==> config.mk <==
export PLATFORM = sky130hd
export DESIGN_NAME = mem_access_stage
export DESIGN_NICKNAME = d
export VERILOG_FILES = /design/src/rtl/cpu_pkg.sv /design/src/rtl/mem_wb_reg.sv /design/src/rtl/mem_access_stage.sv
export SDC_FILE = /design/constraint.sdc
export NUM_CORES = 1
export LEC_CHECK = 0
export CAP_MARGIN = 20
export CORE_ASPECT_RATIO = 0.5
export CORE_MARGIN = 1
export CORE_UTILIZATION = 35
export CTS_CLUSTER_DIAMETER = 60
export DETAILED_ROUTE_END_ITERATION = 12
export GPL_ROUTABILITY_DRIVEN = 0
export PLACE_DENSITY = 0.71
export SLEW_MARGIN = 40
export SYNTH_ARGS = -nofsm -noshare
export SYNTH_HDL_FRONTEND = slang
export SYNTH_SLANG_ARGS = --single-unit
export TNS_END_PERCENT = 50
==> constraint.sdc <==
create_clock -name clk -period 4.4 [get_ports clk]
set_clock_uncertainty 0.05 [all_clocks]
set_input_delay 1.1 -clock clk [delete_from_list [all_inputs] [get_ports clk]]
set_output_delay 1.1 -clock clk [all_outputs]
set_load 0.01 [all_outputs]
==> src/rtl/cpu_pkg.sv <==
// Shared definitions for the 64-bit CPU pipeline: stage states, fault codes
// and architectural constants.
package cpu_pkg;

    typedef enum logic {
        IDLE   = 1'b0,
        ACCESS = 1'b1
    } stage_state_t;

    localparam logic [1:0] FAULT_NONE     = 2'd0;
    localparam logic [1:0] FAULT_MISALIGN = 2'd1;
    localparam logic [1:0] FAULT_TIMEOUT  = 2'd2;

    localparam int XZR     = 31;
    localparam int INSTR_W = 32;

endpackage

==> src/rtl/mem_wb_reg.sv <==
// MEM/WB pipeline register. Fields load on i_load; otherwise the valid and
// RegWrite strobes clear while the data fields hold.
import cpu_pkg::*;

module mem_wb_reg #(
    parameter int DATA_W   = 64,
    parameter int ZERO_REG = XZR
) (
    input  logic              clk,
    input  logic              rst,
    input  logic              i_load,
    input  logic              i_valid,
    input  logic [4:0]        i_reg,
    input  logic [DATA_W-1:0] i_loaded_data,
    input  logic [DATA_W-1:0] i_results,
    input  logic              i_mem_to_reg,
    input  logic              i_reg_write,
    output logic              o_valid,
    output logic [4:0]        o_reg,
    output logic [DATA_W-1:0] o_loaded_data,
    output logic [DATA_W-1:0] o_results,
    output logic              o_mem_to_reg,
    output logic              o_reg_write
);

    logic w_reg_write_masked;

    // XZR is never written, and an invalid slot never writes anything.
    assign w_reg_write_masked = i_valid && i_reg_write && (i_reg != 5'(ZERO_REG));

    always_ff @(posedge clk) begin
        if (rst) begin
            o_valid       <= 1'b0;
            o_reg         <= '0;
            o_loaded_data <= '0;
            o_results     <= '0;
            o_mem_to_reg  <= 1'b0;
            o_reg_write   <= 1'b0;
        end else if (i_load) begin
            o_valid       <= i_valid;
            o_reg         <= i_reg;
            o_loaded_data <= i_loaded_data;
            o_results     <= i_results;
            o_mem_to_reg  <= i_mem_to_reg;
            o_reg_write   <= w_reg_write_masked;
        end else begin
            o_valid     <= 1'b0;
            o_reg_write <= 1'b0;
        end
    end

endmodule

==> src/rtl/mem_access_stage.sv <==
// Memory-access stage: one data-memory load/store per bundle over req/ack,
// with misalignment and timeout faults, feeding the MEM/WB register.
import cpu_pkg::*;

module mem_access_stage #(
    parameter int DATA_W         = 64,
    parameter int TIMEOUT_CYCLES = 16,
    parameter int ZERO_REG       = XZR
) (
    input  logic              clk,
    input  logic              rst,
    input  logic              ex_valid,
    input  logic [4:0]        ex_reg,
    input  logic [DATA_W-1:0] ex_alu_result,
    input  logic [DATA_W-1:0] ex_store_data,
    input  logic              ex_mem_read,
    input  logic              ex_mem_write,
    input  logic              ex_mem_to_reg,
    input  logic              ex_reg_write,
    output logic              mem_stall,
    output logic              dmem_req,
    output logic              dmem_we,
    output logic [DATA_W-1:0] dmem_addr,
    output logic [DATA_W-1:0] dmem_wdata,
    input  logic [DATA_W-1:0] dmem_rdata,
    input  logic              dmem_ack,
    output logic              wb_valid,
    output logic [4:0]        wb_reg,
    output logic [DATA_W-1:0] wb_loaded_data,
    output logic [DATA_W-1:0] wb_results,
    output logic              wb_mem_to_reg,
    output logic              wb_reg_write,
    output logic              mem_fault,
    output logic [1:0]        fault_code
);

    localparam int CNT_W = $clog2(TIMEOUT_CYCLES + 1);

    stage_state_t     r_state;
    logic [CNT_W-1:0] r_cnt;
    logic [4:0]       r_reg;
    logic             r_mem_to_reg;
    logic             r_reg_write;
    logic             r_is_load;

    logic              w_mem_op;
    logic              w_misaligned;
    logic              w_timeout;
    logic              w_wb_load;
    logic              w_wb_valid;
    logic [4:0]        w_wb_reg;
    logic [DATA_W-1:0] w_wb_loaded;
    logic [DATA_W-1:0] w_wb_results;
    logic              w_wb_mem_to_reg;
    logic              w_wb_reg_write;

    assign w_mem_op     = ex_mem_read | ex_mem_write;
    assign w_misaligned = |ex_alu_result[2:0];
    assign w_timeout    = (r_cnt == CNT_W'(TIMEOUT_CYCLES - 1));
    assign mem_stall    = (r_state == ACCESS);

    // Selects what the MEM/WB register captures this cycle.
    always_comb begin
        w_wb_load       = 1'b0;
        w_wb_valid      = 1'b0;
        w_wb_reg        = ex_reg;
        w_wb_loaded     = '0;
        w_wb_results    = ex_alu_result;
        w_wb_mem_to_reg = ex_mem_to_reg;
        w_wb_reg_write  = ex_reg_write;
        case (r_state)
            IDLE: begin
                if (ex_valid && (!w_mem_op || w_misaligned)) begin
                    w_wb_load  = 1'b1;
                    w_wb_valid = 1'b1;
                    if (w_mem_op) begin
                        w_wb_reg_write = 1'b0;
                    end
                end
            end
            ACCESS: begin
                w_wb_reg        = r_reg;
                w_wb_results    = dmem_addr;
                w_wb_mem_to_reg = r_mem_to_reg;
                w_wb_reg_write  = r_reg_write;
                if (dmem_ack) begin
                    w_wb_load   = 1'b1;
                    w_wb_valid  = 1'b1;
                    w_wb_loaded = r_is_load ? dmem_rdata : '0;
                end else if (w_timeout) begin
                    w_wb_load      = 1'b1;
                    w_wb_valid     = 1'b1;
                    w_wb_reg_write = 1'b0;
                end
            end
            default: begin
                w_wb_load = 1'b0;
            end
        endcase
    end

    always_ff @(posedge clk) begin
        if (rst) begin
            r_state      <= IDLE;
            r_cnt        <= '0;
            r_reg        <= '0;
            r_mem_to_reg <= 1'b0;
            r_reg_write  <= 1'b0;
            r_is_load    <= 1'b0;
            dmem_req     <= 1'b0;
            dmem_we      <= 1'b0;
            dmem_addr    <= '0;
            dmem_wdata   <= '0;
            mem_fault    <= 1'b0;
            fault_code   <= FAULT_NONE;
        end else begin
            mem_fault  <= 1'b0;
            fault_code <= FAULT_NONE;
            case (r_state)
                IDLE: begin
                    if (ex_valid && w_mem_op) begin
                        if (w_misaligned) begin
                            mem_fault  <= 1'b1;
                            fault_code <= FAULT_MISALIGN;
                        end else begin
                            r_state      <= ACCESS;
                            r_cnt        <= '0;
                            r_reg        <= ex_reg;
                            r_mem_to_reg <= ex_mem_to_reg;
                            r_reg_write  <= ex_reg_write;
                            r_is_load    <= ex_mem_read & ~ex_mem_write;
                            dmem_req     <= 1'b1;
                            dmem_we      <= ex_mem_write;
                            dmem_addr    <= ex_alu_result;
                            dmem_wdata   <= ex_store_data;
                        end
                    end
                end
                ACCESS: begin
                    // An ack on the limit cycle takes priority over the timeout.
                    if (dmem_ack) begin
                        r_state  <= IDLE;
                        dmem_req <= 1'b0;
                        dmem_we  <= 1'b0;
                    end else if (w_timeout) begin
                        r_state    <= IDLE;
                        dmem_req   <= 1'b0;
                        dmem_we    <= 1'b0;
                        mem_fault  <= 1'b1;
                        fault_code <= FAULT_TIMEOUT;
                    end else begin
                        r_cnt <= r_cnt + 1'b1;
                    end
                end
                default: begin
                    r_state <= IDLE;
                end
            endcase
        end
    end

    mem_wb_reg #(
        .DATA_W  (DATA_W),
        .ZERO_REG(ZERO_REG)
    ) u_mem_wb_reg (
        .clk          (clk),
        .rst          (rst),
        .i_load       (w_wb_load),
        .i_valid      (w_wb_valid),
        .i_reg        (w_wb_reg),
        .i_loaded_data(w_wb_loaded),
        .i_results    (w_wb_results),
        .i_mem_to_reg (w_wb_mem_to_reg),
        .i_reg_write  (w_wb_reg_write),
        .o_valid      (wb_valid),
        .o_reg        (wb_reg),
        .o_loaded_data(wb_loaded_data),
        .o_results    (wb_results),
        .o_mem_to_reg (wb_mem_to_reg),
        .o_reg_write  (wb_reg_write)
    );

endmodule

Yosys cells after proc, flatten, opt, wreduce, memory -nomap -nowiden
Cells that the tools add are included.
{"block": "word_totals", "ff_bits": 283, "out_inout_bits": 270, "word_cells": 86}
{"block": "op_classes", "n_addsub": 1, "eq_ne": 7, "n_mux": 43, "n_bitwise": 6, "n_reduce_logical": 11}
{"op": "2-to-1 mux 64 bit", "n": 4}
{"op": "2-to-1 mux 5 bit", "n": 5}
{"op": "2-to-1 mux 1 bit", "n": 24}
{"op": "case mux 1 bit (2 select lines)", "n": 6}
{"op": "case mux 5 bit (2 select lines)", "n": 1}
{"op": "inequality test 2 bit (second input constant)", "n": 4}
{"op": "AND reduction 3 bit", "n": 2}
{"op": "adder 5 x 1 -> 5 bit (second input constant)", "n": 1}
{"op": "== test 5 x 4 -> 1 bit (second input constant)", "n": 1}
{"op": "inequality test 5 bit (second input constant)", "n": 1}
{"op": "logical AND 1 bit", "n": 4}
{"op": "2-to-1 mux 2 bit", "n": 2}
{"op": "inverter 1 bit", "n": 4}
{"op": "case mux 2 bit (2 select lines)", "n": 1}
{"op": "AND reduction 4 bit", "n": 1}
{"op": "inequality test 3 x 2 -> 1 bit (second input constant)", "n": 1}
{"op": "OR reduction 3 bit", "n": 1}
{"op": "OR reduction 2 bit", "n": 1}
{"op": "AND 1 bit", "n": 1}
{"op": "logical NOT 1 bit", "n": 1}
{"op": "logical OR 1 bit", "n": 1}
{"op": "bitwise OR 1 bit", "n": 1}

Logic depth before layout (Yosys ltp)
Gate-level depths: netlist of run 1.
{"block": "depth", "word_depth": 8, "depth_mapped": 11}

Hierarchy
From an unflattened synthesis of run 1, not the netlist that was laid out.
{"block": "hier_totals", "cells_unflattened": 1239, "area_unflattened_um2": 11347.1}
{"module": "mem_access_stage", "n_inst": 1, "cells_per_inst": 800, "area_each_um2": 6557.5, "seq_area_each_um2": 2942.8}
{"module": "mem_wb_reg", "n_inst": 1, "cells_per_inst": 439, "area_each_um2": 4789.6, "seq_area_each_um2": 2722.6}

Worst setup path before layout of run 1
Ideal clock, no wire load.
{"block": "synth_path", "path_kind": "input port to flip-flop", "from": "input port ex_alu_result[0]", "to": "register u_mem_wb_reg.o_results[33]", "setup_ns": 0.146, "t_arrival_ns": 2.320, "t_required_ns": 4.204, "path_slack_ns": 1.884, "stages": 7, "cell_sequence": "or3_4 -> o221a_2 -> buf_2 -> buf_6 -> buf_2 -> nor2_1 -> a211oi_2"}
{"block": "synth_between", "elab_chain_len": 5}
{"item": "start: declaration", "line_no": "mem_access_stage.sv:14", "rtl": "input logic [DATA_W-1:0] ex_alu_result,"}
{"item": "OR reduction 3 bit", "line_no": "mem_access_stage.sv:58", "rtl": "assign w_misaligned = |ex_alu_result[2:0];"}
{"item": "logical OR 1 bit", "line_no": "mem_access_stage.sv:73", "rtl": "if (ex_valid && (!w_mem_op || w_misaligned)) begin"}
{"item": "logical AND 1 bit", "line_no": "mem_access_stage.sv:73"}
{"item": "2-to-1 mux 1 bit", "line_no": "mem_access_stage.sv:73"}
{"item": "case mux 1 bit (2 select lines)", "line_no": "mem_access_stage.sv:71", "rtl": "case (r_state)"}
{"item": "end signal: assignment", "line_no": "mem_wb_reg.sv:43", "rtl": "o_results <= i_results;"}
{"item": "end: declaration", "line_no": "mem_wb_reg.sv:21", "rtl": "output logic [DATA_W-1:0] o_results,"}
No other way between the ends.
A chain may end at the register's enable or synchronous reset.

Worst setup path after layout of run 1
{"block": "layout_path", "from": "input port ex_alu_result[0]", "to": "register r_cnt[1]"}
{"block": "layout_between", "elab_chain_len": 3}
{"item": "OR reduction 3 bit", "line_no": "mem_access_stage.sv:58"}
{"item": "inequality test 2 bit (no source line)"}
{"item": "AND reduction 4 bit (no source line)"}
{"item": "end signal: assignment", "line_no": "mem_access_stage.sv:152", "rtl": "r_cnt <= r_cnt + 1'b1;"}
{"item": "end: declaration", "line_no": "mem_access_stage.sv:40", "rtl": "logic [CNT_W-1:0] r_cnt;"}
No other way between the ends.

==> insert_results.sql, run 1 <==
INSERT INTO impl_metrics (metric_group, metric, value, unit) VALUES
('status', 'status', 'finished clean', ''),
('clocking', 'cts_max_level', '1', ''),
('worst_setup_path', 'end_kind', 'flip-flop', ''),
('logic_synthesis', 'synthDominantAreaCellType', 'sky130_fd_sc_hd__dfxtp_1', ''),
('routing', 'detail_route.iter0.violations', '605', ''),
('global_routing', 'antenna_found_initial', '1', ''),
('logic_synthesis', 'mappedNetlistArea', '10770', 'um^2'),
('clocking', 'clockRootBuffer', 'sky130_fd_sc_hd__clkbuf_16', ''),
('floorplanning', 'placementRows', '44', ''),
('clocking', 'post_cts.resized_instances', '0', ''),
('global_routing', 'maximum_number_of_pins_on_one_net_before_global_route_repair', '99', ''),
('power', 'seq_power_share', '0.445', ''),
('logic_synthesis', 'netlist_instances', '1176', ''),
('power', 'clkPwrFrac', '0.435', ''),
('clocking', 'post_cts_buffers', '0', ''),
('sta', 'relSlewSlack', '0.5355', ''),
('floorplanning', 'top_level_i_o_count', '475', ''),
('sta', 'post-route-worst-setup-slack', '1.538', 'ns'),
('worst_setup_path', 'timing.critical_path.max_delay_family', 'simple AND/OR/NAND/NOR gates', ''),
('worst_setup_path', 'worstSetupStartpointType', 'input port', ''),
('clocking', 'numClockSinks', '283', ''),
('routing', 'post-route-drc-count', '0', ''),
('routing', 'vias', '10030', ''),
('sta', 'report.final.setup_viol', '0', ''),
('sta', 'total_count_of_max_transition_violations_in_the_final_report', '0', ''),
('power', 'intPower', '4.592', 'mW'),
('logic_synthesis', 'synth_seq_area_share', '0.5263', ''),
('worst_setup_path', 'max_stage_delay', '0.51', 'ns'),
('power', 'peakVddDrop', '272.0', 'uV'),
('cells_and_area', 'register_area', '5669', 'um^2'),
('clocking', 'clk-insertion-delay-late', '0.55', 'ns'),
('sta', 'layout_worst_path_cycle_share', '0.6504', ''),
('worst_setup_path', 'critical_path_buf_inv_count', '3', ''),
('sta', 'hold_viol', '0', ''),
('worst_setup_path', 'critPathSlowestCell', 'sky130_fd_sc_hd__or3_4', ''),
('logic_synthesis', 'dominant_cells_by_area_after_synthesis', 'sky130_fd_sc_hd__dfxtp_1 53%, sky130_fd_sc_hd__nand2_1 9.4%, sky130_fd_sc_hd__a211oi_2 8.1%', ''),
('cells_and_area', 'area_growth', '56.28', '%'),
('power', 'pwr-share-comb', '0.120', ''),
('worst_setup_path', 'crit_arrival', '3.24', 'ns'),
('logic_synthesis', 'synth_top_cell_area_share', '0.5263', ''),
('global_routing', 'gr-usage-all-layers', '0.2213', ''),
('place', 'numPortBuffers', '474', ''),
('routing', 'postRouteWirelength', '36500', 'um'),
('logic_synthesis', 'avgSynthCellArea', '9.154', 'um^2'),
('routing', 'detail-route-antenna-nets', '0', ''),
('floorplanning', 'die_h', '126.0', 'um'),
('power', 'pwr_density_cell', '358.7', 'nW/um^2'),
('power', 'power.switching_fraction', '0.2389', ''),
('logic_synthesis', 'syn_nets', '1383', ''),
('worst_setup_path', 'path_class', 'in -> reg', ''),
('logic_synthesis', 'yosysWarningCount', '0', ''),
('sta', 'setup-tns-final', '0', 'ns'),
('cells_and_area', 'multi_input_combinational_cell_area', '4604', 'um^2'),
('cells_and_area', 'fill_cells', '2556', ''),
('power', 'static-leakage-power', '5.697', 'nW'),
('cells_and_area', 'net_count_final', '1805', ''),
('sta', 'post-route-min-period', '2.862', 'ns'),
('worst_setup_path', 'cp_cell_sequence', 'clkdlybuf4s50_1 > or3_4 > or3_4 > buf_12 > buf_12 > a31oi_1 > nor2_1', ''),
('clocking', 'buffers_from_clock_root_to_sink_at_most', '3', ''),
('routing', 'dr.pass1.iters', '7', ''),
('job', 'cap_violations', '0', ''),
('clocking', 'cts_hold_fix_bufs', '0', ''),
('floorplanning', 'core_area', '29620', 'um^2'),
('routing', 'detailed_route_wire_length_per_cell', '18.14', 'um'),
('floorplanning', 'design.die.area', '31510', 'um^2'),
('place', 'place_hpwl', '25830', 'um'),
('worst_setup_path', 'critical_path_peak_fanout', '36', ''),
('global_routing', 'globalRoute.totalOverflow', '0', ''),
('place', 'dp_worst_setup_slack', '0.7664', 'ns'),
('clocking', 'clk_pin_slew', '0.07', 'ns'),
('worst_hold_path', 'min_path_type', 'reg -> reg', '');
power groups by stage:
stage	clock network, mW	logic (mW)	registers (mW)
finish	2.63	0.723	2.69
detailed placement	0	0.721	2.74
CTS	2.70	0.726	2.69
global route	2.80	0.767	2.69
global placement	0	0.701	2.74
floorplan	0	0.267	2.77
stage by stage:
stage	cell area, um^2	cells	power, mW	hold WS (ns)	util
floorplan	10770	1176	3.041	0.3774	-
global placement	15710	1954	3.444	0.3899	0.5305
detailed placement	15800	1958	3.464	0.3963	0.5335
CTS	16810	2010	6.109	0.4049	0.5674
global route	16820	2012	6.255	0.4209	0.5680
finish	16820	2012	6.034	0.4029	0.5680
metal layers:
layer  up-vias  global-route usage  part of all wire
met5         -                   0                 0
met4         0             0.07326             0.033
met3        79             0.03762             0.041
met2       270              0.4016              0.51
met1      4831              0.2659              0.41
li1       4851                   -                 -
worst reg2reg max path, stage by stage, from the launching register on:
cell and delay (ns):
sky130_fd_sc_hd__dfxtp_1 0.34, sky130_fd_sc_hd__ha_1 0.21, sky130_fd_sc_hd__and3_1 0.18, sky130_fd_sc_hd__ha_1 0.21
sky130_fd_sc_hd__or3b_1 0.55, sky130_fd_sc_hd__o221ai_4 0.23, sky130_fd_sc_hd__buf_8 0.24, sky130_fd_sc_hd__buf_4 0.32
sky130_fd_sc_hd__a22oi_1 0.15, sky130_fd_sc_hd__nor2_1 0.12
cell type report:
cell class              count  share of cell area
diodes                      1           0.0001487
clock buffers              37             0.04671
clock inverters            15             0.01309
inverters                   2           0.0004462
multi-input cells         790              0.2737
flip-flops and latches    283              0.3370
well taps                 391             0.02908
repair buffers            493              0.2999
final timing paths:
kind / cells after the start / to / start / slack, ns
worst max-delay path: 7 / r_cnt[1]$_SDFFE_PP0P_ / ex_alu_result[0] / 1.54
worst min-delay path: 2 / dmem_wdata[58]$_SDFFE_PP0P_ / dmem_wdata[58]$_SDFFE_PP0P_ / 0.40
worst max register to register: 9 / u_mem_wb_reg.o_loaded_data[25]$_SDFFE_PP0P_ / r_cnt[0]$_SDFFE_PP0P_ / 1.73
worst min register to register: 2 / dmem_wdata[58]$_SDFFE_PP0P_ / dmem_wdata[58]$_SDFFE_PP0P_ / 0.40
placed cells by master (no fill, tap or decap), types with 2 or more instances in the layout:
| master | Yosys | final |
|---|---|---|
| sky130_fd_sc_hd__buf_12 | 0 | 10 |
| sky130_fd_sc_hd__clkbuf_8 | 0 | 3 |
| sky130_fd_sc_hd__nand4b_1 | 2 | 2 |
| sky130_fd_sc_hd__nand2_1 | 269 | 269 |
| sky130_fd_sc_hd__nor3_1 | 5 | 4 |
| sky130_fd_sc_hd__and3_1 | 5 | 4 |
| sky130_fd_sc_hd__xor2_1 | 2 | 2 |
| sky130_fd_sc_hd__and2_1 | 3 | 3 |
| sky130_fd_sc_hd__mux2i_1 | 70 | 70 |
| sky130_fd_sc_hd__clkdlybuf4s50_1 | 0 | 473 |
| sky130_fd_sc_hd__a211oi_2 | 70 | 70 |
| sky130_fd_sc_hd__nor2_1 | 140 | 140 |
| sky130_fd_sc_hd__clkinv_2 | 0 | 5 |
| sky130_fd_sc_hd__buf_8 | 0 | 2 |
| sky130_fd_sc_hd__a21oi_1 | 137 | 137 |
| sky130_fd_sc_hd__a22oi_1 | 64 | 64 |
| sky130_fd_sc_hd__clkbuf_16 | 0 | 29 |
| sky130_fd_sc_hd__o21ai_0 | 2 | 2 |
| sky130_fd_sc_hd__nand3_1 | 2 | 2 |
| sky130_fd_sc_hd__buf_4 | 12 | 7 |
| sky130_fd_sc_hd__or3_4 | 1 | 2 |
| sky130_fd_sc_hd__dfxtp_1 | 283 | 282 |
| sky130_fd_sc_hd__ha_1 | 2 | 2 |
| sky130_fd_sc_hd__bufinv_16 | 0 | 5 |
| sky130_fd_sc_hd__clkinv_4 | 0 | 3 |
| sky130_fd_sc_hd__clkbuf_1 | 48 | 5 |
| sky130_fd_sc_hd__inv_1 | 2 | 2 |
| sky130_fd_sc_hd__a31oi_1 | 2 | 2 |
Yosys cell counts:
library cell and n:
sky130_fd_sc_hd__or2_2 1, sky130_fd_sc_hd__o221ai_1 1, sky130_fd_sc_hd__nand4b_1 2, sky130_fd_sc_hd__or3_1 1, sky130_fd_sc_hd__xor2_1 2, sky130_fd_sc_hd__o21ai_0 2, sky130_fd_sc_hd__or3_4 1, sky130_fd_sc_hd__dfxtp_1 283
sky130_fd_sc_hd__a21oi_1 137, sky130_fd_sc_hd__nor4b_1 1, sky130_fd_sc_hd__buf_2 33, sky130_fd_sc_hd__mux2i_1 70, sky130_fd_sc_hd__and2_1 3, sky130_fd_sc_hd__nand2_1 269, sky130_fd_sc_hd__ha_1 2, sky130_fd_sc_hd__nand4_1 1
sky130_fd_sc_hd__o221a_2 1, sky130_fd_sc_hd__or3b_1 1, sky130_fd_sc_hd__nor3b_1 1, sky130_fd_sc_hd__o31ai_1 1, sky130_fd_sc_hd__o2111ai_1 1, sky130_fd_sc_hd__o21a_1 1, sky130_fd_sc_hd__a22oi_1 64, sky130_fd_sc_hd__nor3_1 5
sky130_fd_sc_hd__o21bai_1 1, sky130_fd_sc_hd__inv_1 2, sky130_fd_sc_hd__nand3_1 2, sky130_fd_sc_hd__a21boi_0 1, sky130_fd_sc_hd__and3_1 5, sky130_fd_sc_hd__nand3b_1 1, sky130_fd_sc_hd__buf_6 8, sky130_fd_sc_hd__a31oi_1 2
sky130_fd_sc_hd__clkbuf_1 48, sky130_fd_sc_hd__buf_4 12, sky130_fd_sc_hd__nor2_1 140, sky130_fd_sc_hd__a211oi_2 70
kinds of logic (layout without fill, tap and decap cells):
family / Yosys count / in the layout / share of synthesized area
simple gates: 434 / 434 / 0.1580
flops: 283 / 283 / 0.5263
compound gates: 282 / 282 / 0.1972
buf+inv: 103 / 547 / 0.04951
mux: 70 / 70 / 0.06509
fa+ha+maj: 2 / 2 / 0.002324
xor+xnor: 2 / 2 / 0.001627
other cells: 0 / 1 / 0
Note: power is estimated with default switching activity, not from simulation.
==> inputs of run 2 (changes only) <==
clock period = 2.9 ns   (was 4.4 ns; I/O delays follow)
==> insert_results.sql, run 2 (synthesized netlist as in run 1, its figures left out) <==
INSERT INTO impl_metrics (metric_group, metric, value, unit) VALUES
('status', 'status', 'finished clean', ''),
('sta', 'max_freq', '0.3865', 'GHz'),
('sta', 'relSlewSlack', '0.5973', ''),
('global_routing', 'globalRoute.totalOverflow', '0', ''),
('clocking', 'post_cts.resized_instances', '0', ''),
('floorplanning', 'placementRows', '44', ''),
('cells_and_area', 'commonest_cells_after_routing_fill_and_taps_aside', '473 x sky130_fd_sc_hd__clkdlybuf4s50_1, 282 x sky130_fd_sc_hd__dfxtp_1, 269 x sky130_fd_sc_hd__nand2_1, 140 x sky130_fd_sc_hd__nor2_1, 137 x sky130_fd_sc_hd__a21oi_1', ''),
('routing', 'vias', '10060', ''),
('sta', 'setup-tns-final', '0', 'ns'),
('global_routing', 'antenna_found_initial', '2', ''),
('clocking', 'cts_tree', 'done', ''),
('clocking', 'clk_pin_slew', '0.06', 'ns'),
('floorplanning', 'top_level_i_o_count', '475', ''),
('global_routing', 'maximum_number_of_pins_on_one_net_before_global_route_repair', '99', ''),
('global_routing', 'gr-usage-all-layers', '0.2195', ''),
('clocking', 'post_cts_buffers', '0', ''),
('global_routing', 'grt_first_pass_wirelength', '55270', 'um'),
('routing', 'detailed_route_wire_length_per_cell', '17.79', 'um'),
('clocking', 'numClockSinks', '283', ''),
('sta', 'report.final.setup_viol', '0', ''),
('floorplanning', 'start_util', '0.3635', ''),
('worst_setup_path', 'critical_path_peak_fanout', '21', ''),
('power', 'peakVddDrop', '389.0', 'uV'),
('worst_setup_path', 'worstSetupStartpointType', 'flip-flop', ''),
('cells_and_area', 'multi_input_combinational_cell_area', '4604', 'um^2'),
('worst_setup_path', 'max_stage_delay', '0.67', 'ns'),
('clocking', 'tritoncts.num_buffers', '27', ''),
('job', 'cap_violations', '0', ''),
('power', 'static-leakage-power', '5.701', 'nW'),
('clocking', 'buffers_from_clock_root_to_sink_at_most', '3', ''),
('sta', 'post-route-min-period', '2.587', 'ns'),
('floorplanning', 'design.die.area', '31510', 'um^2'),
('sta', 'layout_worst_path_cycle_share', '0.8921', ''),
('floorplanning', 'die_h', '126.0', 'um'),
('clocking', 'cts_max_level', '1', ''),
('sta', 'total_count_of_max_transition_violations_in_the_final_report', '0', ''),
('cells_and_area', 'net_count_final', '1812', ''),
('sta', 'transition_time_of_the_tightest_slew_check_pin', '0.6040', 'ns'),
('routing', 'detail-route-antenna-nets', '0', ''),
('floorplanning', 'core_area', '29620', 'um^2'),
('sta', 'hold_viol', '0', ''),
('routing', 'postRouteWirelength', '35910', 'um'),
('worst_setup_path', 'cp_cell_sequence', 'clkdlybuf4s50_1', ''),
('cells_and_area', 'final_util', '0.5685', ''),
('global_routing', 'vias_in_the_first_global_route', '10020', ''),
('place', 'place_hpwl', '25950', 'um'),
('cells_and_area', 'fill_cells', '2561', ''),
('worst_setup_path', 'critPathSlowestCell', 'sky130_fd_sc_hd__clkdlybuf4s50_1', ''),
('worst_setup_path', 'critical_path_buf_inv_count', '1', ''),
('floorplanning', 'die-width', '250.0', 'um'),
('clocking', 'cts_hold_fix_bufs', '0', ''),
('worst_setup_path', 'crit_arrival', '1.81', 'ns'),
('routing', 'post-route-drc-count', '0', ''),
('routing', 'dr.pass1.iters', '5', ''),
('place', 'numPortBuffers', '474', ''),
('worst_setup_path', 'worst_ep_required_time', '2.12', 'ns'),
('power', 'report.power.total', '8.886', 'mW'),
('sta', 'rsz_0062_raised_after_global_routing', 'no', ''),
('routing', 'drt_via_density', '4.986', ''),
('clocking', 'clk-insertion-delay-late', '0.54', 'ns'),
('cells_and_area', 'post_route_cells_drive_above_1_share', '0.09538', ''),
('worst_setup_path', 'end_kind', 'output pin', ''),
('worst_hold_path', 'min_path_type', 'reg -> reg', ''),
('routing', 'detail_route.iter0.violations', '608', ''),
('worst_setup_path', 'path_class', 'reg -> out', ''),
('cells_and_area', 'area_growth', '56.42', '%'),
('worst_setup_path', 'timing.critical_path.max_delay_family', 'buffers and inverters', ''),
('clocking', 'clockRootBuffer', 'sky130_fd_sc_hd__clkbuf_16', ''),
('cells_and_area', 'register_area', '5669', 'um^2'),
('cells_and_area', 'most_common_library_cell_in_the_layout_ignoring_fill_and_taps', 'sky130_fd_sc_hd__clkdlybuf4s50_1', ''),
('power', 'pwr_density_cell', '527.7', 'nW/um^2');
run 2: layer usage:
metal	vias to the layer above	GRT usage	share of wire
li1	4861	-	-
met1	4814	0.2607	0.41
met2	299	0.3859	0.50
met3	87	0.04299	0.046
met4	0	0.09852	0.042
met5	-	0	0
run 2: layout make-up:
| cell class | instances | area share |
|---|---|---|
| diodes | 2 | 0.0002972 |
| repair buffers | 501 | 0.3052 |
| well taps | 391 | 0.02905 |
| clock inverters | 18 | 0.01144 |
| flip-flops and latches | 283 | 0.3367 |
| inverters | 2 | 0.0004458 |
| multi-input cells | 790 | 0.2734 |
| clock buffers | 31 | 0.04339 |
run 2: final timing paths:
| check | from | to | slack [ns] | depth (start not counted) |
|---|---|---|---|---|
| min reg2reg | dmem_wdata[53]$_SDFFE_PP0P_ | dmem_wdata[53]$_SDFFE_PP0P_ | 0.40 | 2 |
| max | mem_stall$_SDFF_PP0_ | mem_stall | 0.31 | 1 |
| max reg2reg | r_cnt[0]$_SDFFE_PP0P_ | u_mem_wb_reg.o_results[34]$_SDFFE_PP0P_ | 0.57 | 8 |
| min | dmem_wdata[53]$_SDFFE_PP0P_ | dmem_wdata[53]$_SDFFE_PP0P_ | 0.40 | 2 |
run 2: stage by stage:
stage / worst slack (ns) / hold slack (ns) / std cells / instance area (um^2)
final: 0.3128 / 0.4035 / 2018 / 16840
after global routing: 0.2808 / 0.4244 / 2018 / 16840
after CTS: 0.2978 / 0.4058 / 2016 / 16830
after detailed placement: 0.09303 / 0.3960 / 1967 / 15910
after global placement: 0.1291 / 0.3912 / 1967 / 15910
after floorplan: 0.6316 / 0.3774 / 1176 / 10770
run 2: power breakdown:
group / total [mW] / internal [mW] / switching (mW)
clock: 3.71 / 2.09 / 1.62
combinational: 1.10 / 0.604 / 0.496
sequential: 4.08 / 4.00 / 0.0726
==> inputs of run 3 (changes only) <==
CELL_PAD_IN_SITES_DETAIL_PLACEMENT = 0   (was default)
CELL_PAD_IN_SITES_GLOBAL_PLACEMENT = 1   (was default)
CORE_MARGIN = 4   (was 1)
CORE_UTILIZATION = 30   (was 35)
PLACE_DENSITY = 0.81   (was 0.71)
==> insert_results.sql, run 3 (synthesized netlist as in run 1, its figures left out) <==
INSERT INTO impl_metrics (metric_group, metric, value, unit) VALUES
('status', 'status', 'finished clean', ''),
('place', 'place.detailed.instances', '2051', ''),
('worst_setup_path', 'max_stage_delay', '0.59', 'ns'),
('clocking', 'numClockSinks', '283', ''),
('worst_hold_path', 'hp-start', 'dmem_wdata[8]$_SDFFE_PP0P_', ''),
('cells_and_area', 'multi_input_combinational_cell_area', '4604', 'um^2'),
('power', 'switching_power', '2.147', 'mW'),
('sta', 'max_freq', '0.4203', 'GHz'),
('job', 'cap_violations', '0', ''),
('global_routing', 'vias_in_the_first_global_route', '9583', ''),
('sta', 'hold_viol', '0', ''),
('sta', 'rsz_0062_raised_after_global_routing', 'no', ''),
('worst_setup_path', 'cp_cell_sequence', 'clkdlybuf4s50_1', ''),
('routing', 'postRouteWirelength', '37950', 'um'),
('floorplanning', 'placementRows', '48', ''),
('clocking', 'cts_max_level', '1', ''),
('routing', 'detail-route-antenna-nets', '0', ''),
('sta', 'report.final.setup_viol', '0', ''),
('global_routing', 'gr-usage-all-layers', '0.1818', ''),
('global_routing', 'globalRoute.totalOverflow', '0', ''),
('routing', 'detailed_route_wire_length_per_cell', '18.04', 'um'),
('global_routing', 'antenna_found_initial', '4', ''),
('routing', 'top_signal_layer_used', 'met4', ''),
('routing', 'wl_met1', '15310', 'um'),
('routing', 'detail_route.iter0.violations', '535', ''),
('routing', 'post-route-drc-count', '0', ''),
('worst_setup_path', 'worst_ep_required_time', '2.12', 'ns'),
('power', 'seq_power_share', '0.452', ''),
('floorplanning', 'die-width', '275.9', 'um'),
('routing', 'route.met3.wl', '1314', 'um'),
('sta', 'transition_time_of_the_tightest_slew_check_pin', '0.5820', 'ns'),
('worst_hold_path', 'whs_path_depth', '2', ''),
('cells_and_area', 'net_count_final', '1813', ''),
('worst_setup_path', 'timing.critical_path.max_delay_family', 'buffers and inverters', ''),
('clocking', 'post_cts.resized_instances', '0', ''),
('power', 'intPower', '6.850', 'mW'),
('worst_setup_path', 'timing.rr.end', 'u_mem_wb_reg.o_results[47]$_SDFFE_PP0P_', ''),
('sta', 'total_count_of_max_transition_violations_in_the_final_report', '0', ''),
('worst_setup_path', 'critical_path_peak_fanout', '3', ''),
('clocking', 'clk-insertion-delay-late', '0.55', 'ns'),
('routing', 'routed-wl-met2', '19980', 'um'),
('worst_setup_path', 'path_class', 'reg -> out', ''),
('routing', 'drt_via_density', '4.589', ''),
('clocking', 'clk_pin_slew', '0.06', 'ns'),
('clocking', 'post_cts_buffers', '0', ''),
('worst_setup_path', 'crit_arrival', '1.60', 'ns'),
('power', 'power.switching_fraction', '0.2387', ''),
('cells_and_area', 'register_area', '5669', 'um^2'),
('worst_hold_path', 'min_path_type', 'reg -> reg', ''),
('routing', 'dr.pass1.iters', '4', ''),
('cells_and_area', 'area_growth', '57.73', '%'),
('cells_and_area', 'stdcell_area', '16980', 'um^2'),
('power', 'peakVddDrop', '408.3', 'uV'),
('worst_hold_path', 'hold-path-endpoint', 'dmem_wdata[8]$_SDFFE_PP0P_', ''),
('clocking', 'buffers_from_clock_root_to_sink_at_most', '3', ''),
('sta', 'post-route-min-period', '2.379', 'ns'),
('sta', 'setup-tns-final', '0', 'ns'),
('clocking', 'cts_hold_fix_bufs', '0', ''),
('power', 'pwr_density_cell', '529.9', 'nW/um^2'),
('worst_setup_path', 'worstSetupStartpointType', 'flip-flop', ''),
('power', 'pwr-share-comb', '0.124', ''),
('floorplanning', 'top_level_i_o_count', '475', ''),
('sta', 'relSlewSlack', '0.6120', ''),
('cells_and_area', 'post_route_cells_drive_above_1_share', '0.09292', ''),
('worst_setup_path', 'critical_path.reg2reg.startpoint', 'r_cnt[0]$_SDFFE_PP0P_', ''),
('clocking', 'cts_tree', 'done', ''),
('place', 'place_hpwl', '27150', 'um'),
('power', 'static-leakage-power', '5.723', 'nW'),
('routing', 'vias', '9656', ''),
('cells_and_area', 'final-instance-count-excl-fill', '2104', ''),
('place', 'numPortBuffers', '474', ''),
('worst_setup_path', 'end_kind', 'output pin', ''),
('power', 'clkPwrFrac', '0.424', ''),
('worst_setup_path', 'r2r_cells', '8', ''),
('floorplanning', 'design.die.area', '39160', 'um^2'),
('floorplanning', 'die_h', '142.0', 'um'),
('worst_setup_path', 'critical_path_buf_inv_count', '1', ''),
('floorplanning', 'core_area', '34950', 'um^2'),
('worst_setup_path', 'r2r_setup_slack', '0.61', 'ns'),
('clocking', 'tritoncts.num_buffers', '28', ''),
('global_routing', 'maximum_number_of_pins_on_one_net_before_global_route_repair', '95', ''),
('clocking', 'clockRootBuffer', 'sky130_fd_sc_hd__clkbuf_16', ''),
('global_routing', 'grt_first_pass_wirelength', '56460', 'um'),
('floorplanning', 'start_util', '0.3080', ''),
('place', 'placed_area', '16020', 'um^2'),
('worst_setup_path', 'critPathSlowestCell', 'sky130_fd_sc_hd__clkdlybuf4s50_1', ''),
('cells_and_area', 'fill_cells', '3339', ''),
('cells_and_area', 'commonest_cells_after_routing_fill_and_taps_aside', '473 x sky130_fd_sc_hd__clkdlybuf4s50_1, 282 x sky130_fd_sc_hd__dfxtp_1, 269 x sky130_fd_sc_hd__nand2_1, 140 x sky130_fd_sc_hd__nor2_1, 137 x sky130_fd_sc_hd__a21oi_1', ''),
('cells_and_area', 'most_common_library_cell_in_the_layout_ignoring_fill_and_taps', 'sky130_fd_sc_hd__clkdlybuf4s50_1', ''),
('sta', 'layout_worst_path_cycle_share', '0.8203', '');
-- run 3: changes by cell type in the layout (fill, tap and decap cells not counted), sizes merged --
cell and change:
clkbuf +8, inv -2, diode +2, clkinv -3, clkinvlp -3
-- run 3: routing by layer --
metal  vias to the layer above  track usage
li1                       4874            -
met3                        81      0.02981
met2                       151       0.3363
met4                         0      0.06533
met5                         -            0
met1                      4550       0.2139
-- run 3: area by class of cell --
cell class,instances,area share
antenna,4,0.0005895
clock buffer,39,0.04849
clock inverter,10,0.007737
inverter,2,0.0004421
multi-input combinational,790,0.2712
sequential,283,0.3339
tap,475,0.03500
timing repair buffer,501,0.3027
-- run 3: power by group through the flow --
| stage | clock [mW] | combinational [mW] | sequential [mW] |
|---|---|---|---|
| detailed placement | 0 | 1.12 | 4.16 |
| CTS | 3.94 | 1.12 | 4.07 |
| global route | 4.09 | 1.19 | 4.08 |
| global placement | 0 | 1.12 | 4.15 |
| floorplan | 0 | 0.405 | 4.21 |
| finish | 3.82 | 1.11 | 4.07 |
-- run 3: how the worst max path moves through the flow --
stage | from | endpoint | slack, ns | cells after the start
2_1_floorplan | r_cnt[0]$_SDFFE_PP0P_ | u_mem_wb_reg.o_results[45]$_SDFFE_PP0P_ | 0.63 | 11
3_3_place_gp | ex_alu_result[0] | r_cnt[1]$_SDFFE_PP0P_ | 0.14 | 6
3_5_place_dp | ex_alu_result[0] | r_cnt[1]$_SDFFE_PP0P_ | 0.14 | 6
4_1_cts | dmem_addr[2]$_SDFFE_PP0P_ | dmem_addr[2] | 0.52 | 1
5_1_grt | dmem_addr[2]$_SDFFE_PP0P_ | dmem_addr[2] | 0.44 | 1
6_report | dmem_addr[2]$_SDFFE_PP0P_ | dmem_addr[2] | 0.52 | 1
-- run 3: through the flow --
| stage | hold slack, ns | power, mW | setup WS, ns | util |
|---|---|---|---|---|
| after floorplan | 0.3774 | 4.613 | 0.6316 | - |
| after global placement | 0.3912 | 5.270 | 0.1432 | 0.4582 |
| after detailed placement | 0.3956 | 5.276 | 0.1435 | 0.4582 |
| after CTS | 0.4044 | 9.129 | 0.5166 | 0.4855 |
| after global routing | 0.4190 | 9.361 | 0.4420 | 0.4858 |
| final | 0.4028 | 8.997 | 0.5210 | 0.4858 |
